File: src/rtl/mhbf_cfg_sequencer.sv
// Streams per-stage configuration words from coefficient memory into the half-band filter chain.
// Optional build macro MHBF_CFG_CHECKSUM_EN: appends a checksum word to each stage and verifies it.
//
// state     | meaning
// IDLE      | waiting for Start
// SCAN      | skipping unselected stages
// FETCH     | memory read strobe for the current word
// RDWAIT    | capturing read data (or checking the checksum word)
// PRESENT   | word offered on isConfig until ACK
// WAIT_DONE | waiting for the stage to report done
// FINISH    | one-cycle Cfg_Done
// ERR       | latches Cfg_Err / Err_Stage
module mhbf_cfg_sequencer #(
    parameter int NMHBF_MAX       = 5,
    parameter int COEFF_WIDTH     = 24,
    parameter int WORDS_PER_STAGE = 35,
    parameter int ADDR_WIDTH      = 8,
    parameter int TIMEOUT_CYCLES  = 1023
) (
    input  logic                   CLK,
    input  logic                   nRST,
    input  logic                   Start,
    input  logic [NMHBF_MAX-1:0]   Stage_Mask,
    input  logic                   Abort,
    output logic                   Mem_Rd,
    output logic [ADDR_WIDTH-1:0]  Mem_Addr,
    input  logic [COEFF_WIDTH-1:0] Mem_Rdata,
    output logic                   isConfig,
    output logic [COEFF_WIDTH-1:0] Data_Config_Out,
    input  logic                   isConfigACK,
    input  logic                   isConfigDone,
    output logic [3:0]             MHBF_CTL_idx,
    output logic                   Busy,
    output logic                   Cfg_Done,
    output logic                   Cfg_Err,
    output logic [3:0]             Err_Stage
);

    localparam logic [2:0] S_IDLE      = 3'd0;
    localparam logic [2:0] S_SCAN      = 3'd1;
    localparam logic [2:0] S_FETCH     = 3'd2;
    localparam logic [2:0] S_RDWAIT    = 3'd3;
    localparam logic [2:0] S_PRESENT   = 3'd4;
    localparam logic [2:0] S_WAIT_DONE = 3'd5;
    localparam logic [2:0] S_FINISH    = 3'd6;
    localparam logic [2:0] S_ERR       = 3'd7;

`ifdef MHBF_CFG_CHECKSUM_EN
    localparam int STRIDE = WORDS_PER_STAGE + 1;
`else
    localparam int STRIDE = WORDS_PER_STAGE;
`endif
    localparam int WORD_W = $clog2(STRIDE + 1);
    localparam int TMR_W  = $clog2(TIMEOUT_CYCLES);

    localparam logic [ADDR_WIDTH-1:0] STRIDE_A   = ADDR_WIDTH'(STRIDE);
    localparam logic [WORD_W-1:0]     LAST_WORD  = WORD_W'(WORDS_PER_STAGE - 1);
    localparam logic [3:0]            LAST_STAGE = 4'(NMHBF_MAX - 1);
    localparam logic [TMR_W-1:0]      TMR_LOAD   = TMR_W'(TIMEOUT_CYCLES - 1);

    logic [2:0]             state_q, state_d;
    logic [NMHBF_MAX-1:0]   mask_q, mask_d;
    logic [3:0]             stage_q, stage_d;
    logic [ADDR_WIDTH-1:0]  base_q, base_d;
    logic [WORD_W-1:0]      word_q, word_d;
    logic [COEFF_WIDTH-1:0] data_q, data_d;
    logic                   err_q, err_d;
    logic [3:0]             err_stage_q, err_stage_d;
    logic [TMR_W-1:0]       tmr_q, tmr_d;
    logic                   stage_sel;
`ifdef MHBF_CFG_CHECKSUM_EN
    localparam logic [WORD_W-1:0] CHK_WORD = WORD_W'(WORDS_PER_STAGE);
    logic [COEFF_WIDTH-1:0] sum_q, sum_d;
`endif

    assign stage_sel = |(mask_q & ({{(NMHBF_MAX-1){1'b0}}, 1'b1} << stage_q));

    always_comb begin
        state_d     = state_q;
        mask_d      = mask_q;
        stage_d     = stage_q;
        base_d      = base_q;
        word_d      = word_q;
        data_d      = data_q;
        err_d       = err_q;
        err_stage_d = err_stage_q;
        tmr_d       = (tmr_q != '0) ? tmr_q - TMR_W'(1) : tmr_q;
`ifdef MHBF_CFG_CHECKSUM_EN
        sum_d       = sum_q;
`endif
        case (state_q)
            S_IDLE: begin
                if (Start) begin
                    mask_d      = Stage_Mask;
                    err_d       = 1'b0;
                    err_stage_d = '0;
                    stage_d     = '0;
                    base_d      = '0;
                    state_d     = (Stage_Mask == '0) ? S_FINISH : S_SCAN;
                end
            end
            S_SCAN: begin
                if (stage_sel) begin
                    word_d  = '0;
`ifdef MHBF_CFG_CHECKSUM_EN
                    sum_d   = '0;
`endif
                    state_d = S_FETCH;
                end else if (stage_q == LAST_STAGE) begin
                    state_d = S_FINISH;
                end else begin
                    stage_d = stage_q + 4'd1;
                    base_d  = base_q + STRIDE_A;
                end
            end
            S_FETCH: state_d = S_RDWAIT;
            S_RDWAIT: begin
`ifdef MHBF_CFG_CHECKSUM_EN
                // The checksum word is compared here and never presented.
                if (word_q == CHK_WORD) begin
                    state_d = (Mem_Rdata == sum_q) ? S_WAIT_DONE : S_ERR;
                end else begin
                    data_d  = Mem_Rdata;
                    state_d = S_PRESENT;
                end
`else
                data_d  = Mem_Rdata;
                state_d = S_PRESENT;
`endif
            end
            S_PRESENT: begin
                if (isConfigACK) begin
                    word_d = word_q + WORD_W'(1);
`ifdef MHBF_CFG_CHECKSUM_EN
                    sum_d  = sum_q + data_q;
                    state_d = S_FETCH;
`else
                    state_d = (word_q == LAST_WORD) ? S_WAIT_DONE : S_FETCH;
`endif
                end else if (tmr_q == '0) begin
                    state_d = S_ERR;
                end
            end
            S_WAIT_DONE: begin
                if (isConfigDone) begin
                    if (stage_q == LAST_STAGE) begin
                        state_d = S_FINISH;
                    end else begin
                        stage_d = stage_q + 4'd1;
                        base_d  = base_q + STRIDE_A;
                        state_d = S_SCAN;
                    end
                end else if (tmr_q == '0) begin
                    state_d = S_ERR;
                end
            end
            default: state_d = S_IDLE;
        endcase

        // Abort overrides every other transition, including a pending error.
        if (Abort && (state_q != S_IDLE)) state_d = S_IDLE;
        if (state_d == S_ERR) begin
            err_d       = 1'b1;
            err_stage_d = stage_q;
        end
        if ((state_d != state_q) && ((state_d == S_PRESENT) || (state_d == S_WAIT_DONE)))
            tmr_d = TMR_LOAD;
    end

    always_ff @(posedge CLK or negedge nRST) begin
        if (!nRST) begin
            state_q     <= S_IDLE;
            mask_q      <= '0;
            stage_q     <= '0;
            base_q      <= '0;
            word_q      <= '0;
            data_q      <= '0;
            err_q       <= 1'b0;
            err_stage_q <= '0;
            tmr_q       <= '0;
`ifdef MHBF_CFG_CHECKSUM_EN
            sum_q       <= '0;
`endif
        end else begin
            state_q     <= state_d;
            mask_q      <= mask_d;
            stage_q     <= stage_d;
            base_q      <= base_d;
            word_q      <= word_d;
            data_q      <= data_d;
            err_q       <= err_d;
            err_stage_q <= err_stage_d;
            tmr_q       <= tmr_d;
`ifdef MHBF_CFG_CHECKSUM_EN
            sum_q       <= sum_d;
`endif
        end
    end

    assign Mem_Rd          = (state_q == S_FETCH);
    assign Mem_Addr        = base_q + ADDR_WIDTH'(word_q);
    assign isConfig        = (state_q == S_PRESENT);
    assign Data_Config_Out = data_q;
    assign MHBF_CTL_idx    = stage_q;
    assign Busy            = (state_q != S_IDLE) && (state_q != S_FINISH) && (state_q != S_ERR);
    assign Cfg_Done        = (state_q == S_FINISH);
    assign Cfg_Err         = err_q;
    assign Err_Stage       = err_stage_q;

endmodule

File: config.mk
export PLATFORM = sky130hd
export DESIGN_NAME = mhbf_cfg_sequencer
export DESIGN_NICKNAME = d
export VERILOG_FILES = /design/src/rtl/mhbf_cfg_sequencer.sv
export SDC_FILE = /design/constraint.sdc
export NUM_CORES = 1
export LEC_CHECK = 0
export BUFFER_PORTS_ARGS = -buffer_cell sky130_fd_sc_hd__clkbuf_2
export CAP_MARGIN = 20
export CORE_MARGIN = 10
export CORE_UTILIZATION = 30
export DETAILED_ROUTE_END_ITERATION = 8
export SLEW_MARGIN = 5
export SYNTH_ARGS = -nofsm -noshare
export SYNTH_HDL_FRONTEND = slang
export SYNTH_SLANG_ARGS = --single-unit
export TNS_END_PERCENT = 30
File: constraint.sdc
create_clock -name CLK -period 3.85 [get_ports CLK]
set_clock_uncertainty 0.05 [all_clocks]
set_input_delay 0.77 -clock CLK [delete_from_list [all_inputs] [get_ports CLK]]
set_output_delay 0.77 -clock CLK [all_outputs]
set_load 0.01 [all_outputs]
==> flow_metrics.env <==
export IMPL_pre_cts_slack_ns=0.686
export IMPL_num_antenna_cells=0
export IMPL_crit_fanout=6
export IMPL_cap_violations=0
export IMPL_rsz0062_at_grt="no"
export IMPL_setup_viol=0
export IMPL_yosys_area_top_type="dfrtp_1"
export IMPL_ant_nets=0
export IMPL_utilization=0.382
export IMPL_via_per_inst=4.81
export IMPL_path_common_cell="a21oi_1"
export IMPL_end_kind="primary output"
export IMPL_insertion_delay_ns=0.33
export IMPL_syn_inst=322
export IMPL_path_cells="ha_1 > a21o_1 > a21oi_1 > o21bai_1 > a21oi_1 > nor3_1 > a311o_1 > clkbuf_2"
export IMPL_min_period_ns=3.22
export IMPL_post_route_drc_count=0
export IMPL_synth_most_common_cell="dfrtp_1"
export IMPL_place_detailed_hpwl_mm=6.52
export IMPL_cts_root_buf="clkbuf_16"
export IMPL_yosys_warnings=0
export IMPL_yosys_top_cells_count="dfrtp_1, mux2_2, nand2_1"
export IMPL_grt_pass1_wl_mm=14.1
export IMPL_ir_drop_mv=0.369
export IMPL_grt_overflow_total=0
export IMPL_fin_nets=456
export IMPL_die_area_sq_mm=0.0163
export IMPL_synth_edf_count=0
export IMPL_grt_start_max_net_pins=40
export IMPL_layout_setup_ws_ns=0.634
export IMPL_timing_hold_ws_ns=0.408
export IMPL_synth_area_per_cell_sq_um=10.8
export IMPL_start_util=0.306
export IMPL_place_gp_congestion=0.803
export IMPL_worstPathRequired_ns=3.03
export IMPL_finalHoldViolations=0
export IMPL_worst_setup_path_type="register to primary output"
export IMPL_synth_top_area_share=0.467
export IMPL_num_rows=39
export IMPL_post_route_period_util=0.835
export IMPL_max_freq_ghz=0.311
export IMPL_dr_pass1_iters=4
export IMPL_r2r_start="MHBF_CTL_idx[0]"
export IMPL_die_h_um=128
export IMPL_crit_path_start="word_q[1]"
export IMPL_num_io_pins=80
export IMPL_start_kind="register"
export IMPL_cts_buffer_depth=2
export IMPL_clock_sinks=65
export IMPL_routed_wl_mm=8.33
export IMPL_max_slew_margin=0.543
export IMPL_p_leak_nw=2.00
export IMPL_cts_tree="yes"
export IMPL_synth_nets=373
export IMPL_slowest_stage="dfrtp_1"
export IMPL_final_setup_tns_ns=0
export IMPL_core_area_sq_mm=0.0114
export IMPL_postCtsSetupBuffers=0
export IMPL_status="completed"
export IMPL_fp_dieW_um=128
export IMPL_drive_gt1_frac=0.342
export IMPL_synth_cell_area_sq_mm=0.00348
export IMPL_cts_buffers=9
export IMPL_first_iter_violations=119
export IMPL_grt_pass1_vias=2803
export IMPL_finalMaxSlewViolations=0
export IMPL_grt_use_total=0.107
export IMPL_cellPowerDensity_mw_per_mm2=742
export IMPL_fill_cells=1128
export IMPL_io_buffer_count=79
export IMPL_ys_flop_type="dfrtp_1"
export IMPL_antenna_found_initial=0
export IMPL_yosysSeqAreaShare=0.467
export IMPL_hold_buffers=0
export IMPL_worstHoldPathType="primary input to async pin"
export IMPL_max_stage_delay_ns=0.45
export IMPL_htree_levels=3
export IMPL_num_vias=2655
export IMPL_worst_slew_pin_slew_ns=0.684
export IMPL_clk_pin_slew_worst_paths_ns=0.05
export IMPL_wl_per_cell_um=15.1
export IMPL_cp_arrival_ns=2.40
export IMPL_async_flop_share=1.00
export IMPL_area_growth_pct=24.8
export IMPL_synth_area_leaders="dfrtp_1, mux2_2, ha_1"
export IMPL_ys_types=56
export IMPL_cts_resized=0
export IMPL_synth_ff_latch_count=65
metrics by stage:
| stage | cell area (sq um) | instances | power [mW] |
|---|---|---|---|
| floorplan | 3480 | 322 | 1.94 |
| global placement | 4030 | 537 | 2.37 |
| detailed placement | 4030 | 537 | 2.40 |
| CTS | 4340 | 552 | 3.28 |
| global route | 4340 | 552 | 3.47 |
| finish | 4340 | 552 | 3.22 |
placed cells by master (no fill, tap or decap), types with 6 or more instances in the layout:
cell	count
clkbuf_16	9
xor2_1	10
nor3_1	7
nand3_1	9
inv_1	20
nand2b_1	6
a21oi_1	12
nand2_1	23
or3_1	6
o21ai_0	15
mux2_2	30
dfrtp_1	65
nor2_1	18
ha_1	15
clkbuf_2	79
xnor2_1	9
kinds of logic (layout without fill, tap and decap cells):
kind of cell             count (synthesis)  after routing  share of synthesized area
AND/OR/NAND/NOR                        102            102                      0.165
flip-flops                              65             65                      0.467
AO/OA/AOI/OAI                           53             53                      0.104
multiplexers                            36             36                      0.120
buffers and inverters                   31            118                     0.0363
XOR/XNOR                                19             19                     0.0478
adder cells (fa/ha/maj)                 16             16                     0.0597
worst max-delay path: cells and delay by family, from the launching register on:
| family | cells | cell delay (ns) |
|---|---|---|
| AO/OA/AOI/OAI | 5 | 1.09 |
| flip-flops | 1 | 0.45 |
| adder cells (fa/ha/maj) | 1 | 0.31 |
| buffers and inverters | 1 | 0.13 |
| AND/OR/NAND/NOR | 1 | 0.09 |
registers in the layout (all words and copies together), names as in the netlist, 3 cells and up:
register,cells
Data_Config_Out,24
tmr_q,10
base_q,8
word_q,6
mask_q,5
Err_Stage,4
MHBF_CTL_idx,4
state_q,3
report_power, final:
| part | leakage [nW] | internal, mW | total, mW | switching, mW |
|---|---|---|---|---|
| registers | 0.792 | 0.938 | 1.17 | 0.236 |
| logic | 1.06 | 0.557 | 1.20 | 0.644 |
| clock network | 0.149 | 0.562 | 0.847 | 0.285 |
final cells by class:
cell class | count | area [sq um] | share of cell area
Tap cell | 143 | 179 | 0.0412
Sequential cell | 65 | 1630 | 0.375
Clock buffer | 10 | 229 | 0.0527
Timing Repair Buffer | 83 | 425 | 0.0980
Inverter | 20 | 75.1 | 0.0173
Clock inverter | 5 | 81.3 | 0.0187
Multi-Input combinational cell | 226 | 1730 | 0.398
worst paths after layout:
kind	cells after the start	slack (ns)	endpoint
min in group CLK	1	0.45	Data_Config_Out[14]
max in group asynchronous	2	2.40	word_q[4]
min	1	0.41	Data_Config_Out[11]
max	8	0.63	Mem_Addr[7]
min reg2reg	1	0.45	Data_Config_Out[14]
max reg2reg	8	0.88	Err_Stage[0]
per-layer routing:
layer	vias to the layer above	part of all wire	global-route usage
li1	1312	-	-
met1	1275	0.46	0.133
met2	60	0.47	0.166
met3	8	0.062	0.0356
met4	0	0.011	0.0424
met5	-	0	0
(Power assumes the default switching activity.)
